File: config.mk
export PLATFORM = sky130hd
export DESIGN_NAME = rst_sequencer
export DESIGN_NICKNAME = d
export VERILOG_FILES = /design/src/rtl/rst_seq_pkg.sv /design/src/rtl/rst_seq_timer.sv /design/src/rtl/rst_sequencer.sv
export SDC_FILE = /design/constraint.sdc
export NUM_CORES = 1
export LEC_CHECK = 0
export ABC_CLOCK_PERIOD_IN_PS = 7500
export CELL_PAD_IN_SITES_DETAIL_PLACEMENT = 0
export CELL_PAD_IN_SITES_GLOBAL_PLACEMENT = 1
export CORE_MARGIN = 3
export CORE_UTILIZATION = 43
export DETAILED_ROUTE_END_ITERATION = 8
export PLACE_DENSITY_LB_ADDON = 0.25
export SETUP_SLACK_MARGIN = 0.05
export SLEW_MARGIN = 15
export SYNTH_ARGS = -nofsm -noshare
export SYNTH_HDL_FRONTEND = slang
export SYNTH_HIERARCHICAL = 1
export SYNTH_SLANG_ARGS = --single-unit
File: constraint.sdc
create_clock -name sys_clk_i -period 7.5 [get_ports sys_clk_i]
set_input_delay 1.5 -clock sys_clk_i [delete_from_list [all_inputs] [get_ports sys_clk_i]]
set_output_delay 1.5 -clock sys_clk_i [all_outputs]
set_load 0.1 [all_outputs]
File: src/rtl/rst_seq_pkg.sv
// -----------------------------------------------------------------------------
// rst_seq_pkg
// Shared definitions for the reset sequencer: FSM state encoding, default
// parameter values, and field widths for the channel index and retry count.
// -----------------------------------------------------------------------------
package rst_seq_pkg;

  typedef enum logic [2:0] {
    ST_IDLE = 3'd0,
    ST_HOLD = 3'd1,
    ST_WAIT = 3'd2,
    ST_DONE = 3'd3,
    ST_FAIL = 3'd4
  } state_t;

  localparam int DEF_NUM_CH         = 4;
  localparam int DEF_HOLD_CYCLES    = 16;
  localparam int DEF_TIMEOUT_CYCLES = 1024;
  localparam int DEF_MAX_RETRY      = 3;
  localparam int DEF_HB_WIDTH       = 29;

  // Channel index covers up to 8 channels; retry count covers 0..15.
  localparam int IDX_W   = 3;
  localparam int RETRY_W = 4;

  function automatic int max_int(input int a, input int b);
    return (a > b) ? a : b;
  endfunction

endpackage

File: src/rtl/rst_seq_timer.sv
// -----------------------------------------------------------------------------
// rst_seq_timer
// Loadable down-counter used for both the reset hold time and the done
// timeout. A load takes priority; otherwise the count decrements and sticks
// at zero.
//
// Ports:
//   clk       in   clock (rising edge)
//   rst       in   synchronous active-high reset, clears the count
//   load      in   load load_val on this edge
//   load_val  in   CNT_W value to load
//   zero      out  count is zero (interval elapsed)
// -----------------------------------------------------------------------------
module rst_seq_timer #(
  parameter int CNT_W = 8
) (
  input  logic             clk,
  input  logic             rst,
  input  logic             load,
  input  logic [CNT_W-1:0] load_val,
  output logic             zero
);

  logic [CNT_W-1:0] cnt;

  always_ff @(posedge clk) begin
    if (rst) begin
      cnt <= '0;
    end else if (load) begin
      cnt <= load_val;
    end else if (cnt != '0) begin
      cnt <= cnt - CNT_W'(1);
    end
  end

  assign zero = (cnt == '0);

endmodule

File: src/rtl/rst_sequencer.sv
// -----------------------------------------------------------------------------
// rst_sequencer
// Releases NUM_CH downstream resets one at a time. Each channel reset is held
// HOLD_CYCLES, then released; the channel must report done within
// TIMEOUT_CYCLES or it is re-reset, up to MAX_RETRY times, before the
// sequence fails. A free-running counter drives a heartbeat.
//
// Optional feature: define RST_SEQ_DONE_MONITOR_EN to restart the whole
// sequence from channel 0 if any done bit drops while in DONE. Without it,
// done inputs are ignored once the sequence has completed.
//
// Ports:
//   sys_clk_i    in   clock (rising edge)
//   sys_rst_i    in   synchronous active-high reset
//   enable_i     in   high runs the sequence, low aborts to IDLE
//   ch_done_i    in   NUM_CH per-channel done (already synchronous)
//   ch_rst_o     out  NUM_CH per-channel active-high reset (registered)
//   all_done_o   out  all channels released and done
//   fail_o       out  sticky failure flag (cleared by enable_i low)
//   fail_ch_o    out  3-bit index of failing channel while fail_o is high
//   heartbeat_o  out  MSB of the free-running heartbeat counter
// -----------------------------------------------------------------------------
module rst_sequencer
  import rst_seq_pkg::*;
#(
  parameter int NUM_CH         = DEF_NUM_CH,
  parameter int HOLD_CYCLES    = DEF_HOLD_CYCLES,
  parameter int TIMEOUT_CYCLES = DEF_TIMEOUT_CYCLES,
  parameter int MAX_RETRY      = DEF_MAX_RETRY,
  parameter int HB_WIDTH       = DEF_HB_WIDTH
) (
  input  logic              sys_clk_i,
  input  logic              sys_rst_i,
  input  logic              enable_i,
  input  logic [NUM_CH-1:0] ch_done_i,
  output logic [NUM_CH-1:0] ch_rst_o,
  output logic              all_done_o,
  output logic              fail_o,
  output logic [2:0]        fail_ch_o,
  output logic              heartbeat_o
);

  if (NUM_CH < 1 || NUM_CH > 8) begin : g_bad_num_ch
    $error("rst_sequencer: NUM_CH must be in 1..8");
  end
  if (HOLD_CYCLES < 1) begin : g_bad_hold
    $error("rst_sequencer: HOLD_CYCLES must be >= 1");
  end
  if (TIMEOUT_CYCLES < 2) begin : g_bad_timeout
    $error("rst_sequencer: TIMEOUT_CYCLES must be >= 2");
  end
  if (MAX_RETRY < 0 || MAX_RETRY > 15) begin : g_bad_retry
    $error("rst_sequencer: MAX_RETRY must be in 0..15");
  end
  if (HB_WIDTH < 2) begin : g_bad_hb
    $error("rst_sequencer: HB_WIDTH must be >= 2");
  end

  localparam int TMR_W = $clog2(max_int(HOLD_CYCLES, TIMEOUT_CYCLES) + 1);

  state_t               state, state_nxt;
  logic [IDX_W-1:0]     idx, idx_nxt;
  logic [RETRY_W-1:0]   retry, retry_nxt;
  logic                 tmr_load;
  logic [TMR_W-1:0]     tmr_val;
  logic                 tmr_zero;
  logic [7:0]           done_ext;
  logic [NUM_CH-1:0]    ch_rst_nxt;
  logic                 all_done_nxt;
  logic                 fail_nxt;
  logic [2:0]           fail_ch_nxt;
  logic [HB_WIDTH-1:0]  hb_cnt;

  rst_seq_timer #(.CNT_W(TMR_W)) u_timer (
    .clk      (sys_clk_i),
    .rst      (sys_rst_i),
    .load     (tmr_load),
    .load_val (tmr_val),
    .zero     (tmr_zero)
  );

  // Pad done to 8 bits so idx can index it at its full width.
  always_comb begin
    done_ext               = '0;
    done_ext[NUM_CH-1:0]   = ch_done_i;
  end

  // State register; outputs are registered from next-state values so they
  // change on the same edge as the state they describe.
  always_ff @(posedge sys_clk_i) begin
    if (sys_rst_i) begin
      state      <= ST_IDLE;
      idx        <= '0;
      retry      <= '0;
      ch_rst_o   <= '1;
      all_done_o <= 1'b0;
      fail_o     <= 1'b0;
      fail_ch_o  <= '0;
    end else begin
      state      <= state_nxt;
      idx        <= idx_nxt;
      retry      <= retry_nxt;
      ch_rst_o   <= ch_rst_nxt;
      all_done_o <= all_done_nxt;
      fail_o     <= fail_nxt;
      fail_ch_o  <= fail_ch_nxt;
    end
  end

  // Next-state logic. HOLD loads HOLD_CYCLES and exits when the timer reads
  // zero, giving release on the (HOLD_CYCLES+1)th edge. WAIT loads
  // TIMEOUT_CYCLES-1 so the timeout lands exactly TIMEOUT_CYCLES edges after
  // release. Priority is enable low, then done, then timeout.
  always_comb begin
    state_nxt = state;
    idx_nxt   = idx;
    retry_nxt = retry;
    tmr_load  = 1'b0;
    tmr_val   = TMR_W'(HOLD_CYCLES);
    if (state != ST_IDLE && !enable_i) begin
      state_nxt = ST_IDLE;
      idx_nxt   = '0;
      retry_nxt = '0;
    end else begin
      case (state)
        ST_IDLE: begin
          if (enable_i) begin
            state_nxt = ST_HOLD;
            idx_nxt   = '0;
            retry_nxt = '0;
            tmr_load  = 1'b1;
          end
        end
        ST_HOLD: begin
          if (tmr_zero) begin
            state_nxt = ST_WAIT;
            tmr_load  = 1'b1;
            tmr_val   = TMR_W'(TIMEOUT_CYCLES - 1);
          end
        end
        ST_WAIT: begin
          if (done_ext[idx]) begin
            if (idx == IDX_W'(NUM_CH - 1)) begin
              state_nxt = ST_DONE;
            end else begin
              state_nxt = ST_HOLD;
              idx_nxt   = idx + IDX_W'(1);
              retry_nxt = '0;
              tmr_load  = 1'b1;
            end
          end else if (tmr_zero) begin
            if (retry < RETRY_W'(MAX_RETRY)) begin
              state_nxt = ST_HOLD;
              retry_nxt = retry + RETRY_W'(1);
              tmr_load  = 1'b1;
            end else begin
              state_nxt = ST_FAIL;
            end
          end
        end
        ST_DONE: begin
`ifdef RST_SEQ_DONE_MONITOR_EN
          if (!(&ch_done_i)) begin
            state_nxt = ST_HOLD;
            idx_nxt   = '0;
            retry_nxt = '0;
            tmr_load  = 1'b1;
          end
`endif
        end
        ST_FAIL: begin
          state_nxt = ST_FAIL;
        end
        default: begin
          state_nxt = ST_IDLE;
          idx_nxt   = '0;
          retry_nxt = '0;
        end
      endcase
    end
  end

  // Output decode from next state: channels below idx are released, above
  // are held, and channel idx is released only while waiting for its done.
  always_comb begin
    ch_rst_nxt   = '1;
    all_done_nxt = (state_nxt == ST_DONE);
    fail_nxt     = (state_nxt == ST_FAIL);
    fail_ch_nxt  = (state_nxt == ST_FAIL) ? idx_nxt : 3'd0;
    for (int j = 0; j < NUM_CH; j++) begin
      if (state_nxt == ST_IDLE) begin
        ch_rst_nxt[j] = 1'b1;
      end else if (state_nxt == ST_DONE) begin
        ch_rst_nxt[j] = 1'b0;
      end else if (IDX_W'(j) < idx_nxt) begin
        ch_rst_nxt[j] = 1'b0;
      end else if (IDX_W'(j) > idx_nxt) begin
        ch_rst_nxt[j] = 1'b1;
      end else begin
        ch_rst_nxt[j] = (state_nxt != ST_WAIT);
      end
    end
  end

  always_ff @(posedge sys_clk_i) begin
    if (sys_rst_i) begin
      hb_cnt <= '0;
    end else begin
      hb_cnt <= hb_cnt + HB_WIDTH'(1);
    end
  end

  assign heartbeat_o = hb_cnt[HB_WIDTH-1];

endmodule

### After elaboration in Yosys (flattened, before gate mapping)

Cells that the tools add are included.

| storage, ports and cells | value |
|---|---|
| output and inout bits | 10 |
| bits in registers | 59 |
| input bits | 7 |

| cells by class | value |
|---|---|
| order comparisons | 10 |
| reductions and logical operators | 13 |
| mux-type cells | 46 |
| equal/unequal tests | 12 |
| add/subtract/negate cells | 4 |
| bitwise operators | 2 |

Operators by type and width:

| cell | number |
|---|---|
| $mux 10 | 3 |
| $mux 3 | 10 |
| $add 29x1->29 const B | 1 |
| $mux 11 | 2 |
| $mux 1 | 20 |
| $mux 4 | 5 |
| $pmux 3 s5 | 1 |
| $eq 3x2->1 const B | 4 |
| $pmux 4 s3 | 1 |
| $logic_not 11->1 | 1 |
| $reduce_bool 11->1 | 1 |
| $sub 11x1->11 const B | 1 |
| $ne 3x3->1 const B | 3 |
| $pmux 3 s3 | 1 |
| $eq 3x3->1 const B | 2 |
| $gt 1x3->1 const A | 2 |
| $gt 2x3->1 const A | 2 |
| $logic_not 3->1 | 2 |
| $lt 1x3->1 const A | 2 |
| $lt 2x3->1 const A | 2 |
| $reduce_or 2->1 | 3 |
| $reduce_and 5->1 | 1 |
| $add 4x1->4 const B | 1 |
| $lt 3x4->1 const B | 1 |
| other kinds (14) | 15 |

### Logic depth before layout (Yosys ltp)

| depth | value |
|---|---|
| word-level depth | 10 |
| mapped depth | 12 |
| mapped depth without buffers | 11 |

### Modules after synthesis

Netlist, hierarchy kept.

By module, submodules not included:

| module | area an instance (um^2) | seq. area each (um^2) | cells an instance | instances |
|---|---|---|---|---|
| rst_sequencer | 2342.2 | 960.9 | 271 | 1 |
| rst_seq_timer | 626.9 | 220.2 | 72 | 1 |

### Least setup slack after synthesis

Ideal clock, no wire load.

| path | value |
|---|---|
| path kind | input to register |
| from | input ch_done_i[1] |
| to | register u_timer.cnt[0] |
| required time | 7.378 ns |
| path buffers | 0 |
| data arrival time | 3.173 ns |
| cell stages on the path | 8 |
| library setup time | 0.122 ns |
| path slack | 4.205 ns |
| cells stage by stage | mux2i_1 > o22a_2 > mux2i_1 > a21oi_1 > nor2_1 > clkinv_1 > and4_1 > a311o_1 |

| on the way | value |
|---|---|
| longest elaborated chain between the ends | 6 |
| elaborated cells on any way between the ends | 7 |
| those cells by class | mux: 6; reduce/logical: 1 |

Ends and longest elaborated chain:

| what | RTL line | text |
|---|---|---|
| start: declaration | rst_sequencer.sv:35 | `input logic [NUM_CH-1:0] ch_done_i,` |
| $bmux 1 s3 (*) | rst_sequencer.sv:142 | `if (done_ext[idx]) begin` |
| $mux 1 (implied by the code) (*) | rst_sequencer.sv:142 |  |
| $mux 1 (*) | rst_sequencer.sv:142 |  |
| $pmux 1 s3 (*) | rst_sequencer.sv:125 | `case (state)` |
| $mux 1 (*) | rst_sequencer.sv:120 | `if (state != ST_IDLE && !enable_i) begin` |
| via tmr_load | rst_sequencer.sv:64 | `logic tmr_load;` |
| $mux 11 or $reduce_bool 2->1 (tied branches) | - |  |
| end signal: assignment | rst_seq_timer.sv:30 | `cnt <= load_val;` |
| end signal: assignment | rst_seq_timer.sv:32 | `cnt <= cnt - CNT_W'(1);` |
| end: declaration | rst_seq_timer.sv:24 | `logic [CNT_W-1:0] cnt;` |

The timed path passes the listed nets; every way through them passes the cells marked *. The select of a mux whose other input is x is not followed.
A chain may end at the register's enable or synchronous reset.

### Final worst setup path

| path | value |
|---|---|
| from | register u_timer.cnt[0] |
| to | register u_timer.cnt[0] |

| on the way | value |
|---|---|
| longest elaborated chain between the ends | 6 |
| elaborated cells on any way between the ends | 14 |
| those cells by class | add/sub: 1; mux: 10; reduce/logical: 3 |

Ends and longest elaborated chain:

| what | RTL line | text |
|---|---|---|
| $logic_not 11->1 (*) | rst_seq_timer.sv:36 | `assign zero = (cnt == '0);` |
| via tmr_zero | rst_sequencer.sv:66 | `logic tmr_zero;` |
| $mux 1 | rst_sequencer.sv:151 | `end else if (tmr_zero) begin` |
| $mux 1 | rst_sequencer.sv:142 |  |
| $pmux 1 s3 (*) | rst_sequencer.sv:125 |  |
| $mux 1 (*) | rst_sequencer.sv:120 |  |
| via tmr_load | rst_sequencer.sv:64 |  |
| $mux 11 or $reduce_bool 2->1 (tied branches) | - |  |

Marked as above.

==> impl_metrics.yaml <==
cts:
  cts_setup_buffers: 0
  cts_resized: 0
  clkSinkCount: 59
  cts-buffers-inserted: 9
  clock-root-buffer: "sky130_fd_sc_hd__clkbuf_8"
  cts-hold-fix-buffers: 0
  cts_tree: "yes"
  clk_path_buf_depth: 2
  clk_pin_slew_worst_paths_ns: 0.07
  htree_num_levels: 3
  clock_insertion_delay_worst_skew_ns: 0.33
synth:
  syn_area_mm2: 0.00297
  synth_warnings: 6
  synthDistinctLibCells: 69
  ys_top_cells_by_area: "sky130_fd_sc_hd__dfxtp_1, sky130_fd_sc_hd__nor2_1, sky130_fd_sc_hd__xor2_1, sky130_fd_sc_hd__nand3_1, sky130_fd_sc_hd__nand2_1"
  synth_top_area_cell: "sky130_fd_sc_hd__dfxtp_1"
  synth.ff_latch_count: 59
  fraction_of_synthesized_cell_area_taken_by_the_top_area_cell_type_pct: 39.8
  yosys_most_used_dff: "sky130_fd_sc_hd__dfxtp_1"
  number_of_enable_type_register_cells_in_the_synthesized_netlist: 0
  async_flop_share_pct: 0
  synthesis.area_per_instance_um2: 8.66
  postSynthCellCount: 343
  synthesis.nets: 354
  synth.yosys.seq_area_share_pct: 39.8
layout:
  layout_commonest_cell: "sky130_fd_sc_hd__dfxtp_1"
  finish.net_count: 369
  most-common-layout-cells: "sky130_fd_sc_hd__dfxtp_1, sky130_fd_sc_hd__nor2_1, sky130_fd_sc_hd__nand2_1"
  drive_gt1_share_pct: 10.7
  antennaDiodeCount: 0
  postLayoutCoreUtil_pct: 50.8
  area_growth_pct: 11.8
routing:
  num_vias: 2436
  iteration_0_drc_count_of_the_detailed_router: 70
  drt_pass1_iterations: 4
  drc: 0
  routed_wire_length_per_instance_um: 13.3
  postRouteAntennaNets: 0
  drt-vias-per-instance: 5.54
  routed-wl-met2_mm: 2.62
  met3_wirelength_um: 256
  detail_route.wirelength.met1_mm: 2.86
  top_layer: "met4"
  wirelength_mm: 5.87
timing:
  worst_pin_slew_ns: 1.03
  hold_viol_final: 0
  unrepaired_setup_endpoints_after_global_routing: "false"
  fin_crit_sh_pct: 56.6
  report.final.slew_viol_count: 0
  finalClockSkew_ns: 0.00480
  post-route-min-period_ns: 4.25
  achievable-frequency_mhz: 236
  final-setup-viol-count: 0
  max-slew-margin-rel_pct: 30.9
  tns_ns: 0
worst_setup_path:
  cp_data_arrival_time_ns: 4.47
  cp_top_family: "simple AND/OR/NAND/NOR gates"
  cp.required_ns: 7.72
  slowest_delay_ns: 0.71
  regToRegSetupSlack_ns: 3.25
  cp_num_buf_inv: 3
  critPathKind: "register to register"
  critical-path-slowest-cell: "sky130_fd_sc_hd__nor4_4"
  critical_path.startpoint_type: "register"
  cp-end-kind: "register"
  timing.critical_path.cells: "inv_1 -> ha_1 -> or4b_1 -> nor4_4 -> inv_1 -> a21oi_1 -> a21oi_1 -> nor2_1 -> clkinv_1 -> and4_1 -> a311o_1"
  timing.critical_path.fanout_max: 15
global_routing:
  grt_first_pass_wirelength_mm: 9.90
  grt.overflow.total: 0
  grtUsageTotal_pct: 16.1
  grt_antenna_before_repair: 0
  grt_pass1_vias: 2211
  largest_net_degree_at_the_start_of_global_routing: 47
floorplanning:
  start_util_pct: 45.5
  floorplan.die.height_um: 89.1
  ioPinCount: 17
  fp.dieArea_mm2: 0.00794
  chip_width_um: 89.1
  core_area_mm2: 0.00653
  fp-row-count: 29
run:
  cap_viol_max_count: 0
placed_design:
  place.gp.congestion: 0.804
  port-buffer-count: 16
  hpwl_mm: 4.12
worst_hold_path:
  hp-class: "register to register"
pwr:
  pwr_per_cell_area_mw_per_mm2: 255
  irDropWorstVdd_mv: 0.190
  power.static_leakage_nw: 1.23
status:
  run_status: "completed"
-- layout make-up --
cell class	instances	area [µm²]
multi-input cells	258	1650
clock buffers	11	151
fillers	634	3210
flip-flops and latches	59	1180
well taps	77	96.3
clock inverters	5	27.5
inverters	13	48.8
repair buffers	17	168
-- layer usage --
layer	track usage (%)	up-vias
li1	-	1251
met1	20.2	1127
met2	24.5	43
met3	5.71	15
met4	8.12	0
met5	0	-
-- logic make-up (layout without fill, tap and decap cells) --
logic type	count (synthesis)	after routing	share of synthesized area (%)
simple gates	153	153	27.5
compound gates	64	64	14.9
flops	59	59	39.8
xor+xnor	28	28	8.26
buf+inv	26	46	4.72
mux	7	7	2.95
fa+ha+maj	4	4	1.69
other cells	2	2	0.253
-- metrics by stage --
step / instances / instance area, µm² / hold slack, ns / power [mW] / setup WS, ns
after floorplan: 343 / 2970 / 0.430 / 0.549 / 4.20
after CTS: 440 / 3320 / 0.468 / 0.854 / 3.32
after global placement: 424 / 3140 / 0.443 / 0.594 / 3.03
final: 440 / 3320 / 0.465 / 0.846 / 3.25
after global routing: 440 / 3320 / 0.491 / 0.900 / 2.99
after detailed placement: 424 / 3140 / 0.453 / 0.593 / 2.95
-- report_power, final --
group	total (mW)	leakage (nW)	switching (mW)	internal, mW
Sequential	0.370	0.478	0.0329	0.337
Combinational	0.218	0.655	0.129	0.0888
Clock	0.258	0.0949	0.122	0.135
-- cell usage after synthesis, types with 3 or more instances --
master	n
sky130_fd_sc_hd__dfxtp_1	59
sky130_fd_sc_hd__nor2_1	46
sky130_fd_sc_hd__nand2_1	25
sky130_fd_sc_hd__nand3_1	20
sky130_fd_sc_hd__xor2_1	18
sky130_fd_sc_hd__a21oi_1	17
sky130_fd_sc_hd__o21ai_0	15
sky130_fd_sc_hd__inv_1	12
sky130_fd_sc_hd__xnor2_1	10
sky130_fd_sc_hd__and3_1	7
sky130_fd_sc_hd__nand4_1	6
sky130_fd_sc_hd__nor3_1	6
sky130_fd_sc_hd__or3_1	6
sky130_fd_sc_hd__clkbuf_1	5
sky130_fd_sc_hd__and4_1	4
sky130_fd_sc_hd__ha_1	4
sky130_fd_sc_hd__mux2i_1	4
sky130_fd_sc_hd__nor2b_1	4
sky130_fd_sc_hd__nor4_1	4
sky130_fd_sc_hd__or4_1	4
sky130_fd_sc_hd__a31oi_1	3
sky130_fd_sc_hd__buf_2	3
sky130_fd_sc_hd__o31ai_1	3
sky130_fd_sc_hd__or2_2	3
-- state kept, by name, summed over array words and instances, names as in the netlist --
register     cells
hb_cnt          29
u_timer/cnt     11
ch_rst_o         4
retry            4
fail_ch_o        3
idx              3
state            3
all_done_o       1
fail_o           1
-- path summary, 6_finish.rpt --
path,depth (start not counted),endpoint,startpoint
max,11,u_timer/cnt[0],u_timer/cnt[0]
min reg2reg,1,hb_cnt[0],hb_cnt[0]
max reg2reg,11,u_timer/cnt[0],u_timer/cnt[0]
min,1,hb_cnt[0],hb_cnt[0]
-- worst register-to-register path, cell delays in order, from the launching register on --
cell	delay, ns
sky130_fd_sc_hd__dfxtp_1	0.37
sky130_fd_sc_hd__inv_1	0.08
sky130_fd_sc_hd__ha_1	0.20
sky130_fd_sc_hd__or4b_1	0.62
sky130_fd_sc_hd__nor4_4	0.72
sky130_fd_sc_hd__inv_1	0.18
sky130_fd_sc_hd__a21oi_1	0.18
sky130_fd_sc_hd__a21oi_1	0.05
sky130_fd_sc_hd__nor2_1	0.67
sky130_fd_sc_hd__clkinv_1	0.50
sky130_fd_sc_hd__and4_1	0.31
sky130_fd_sc_hd__a311o_1	0.26
No activity file was read; power rests on OpenSTA's default activity.
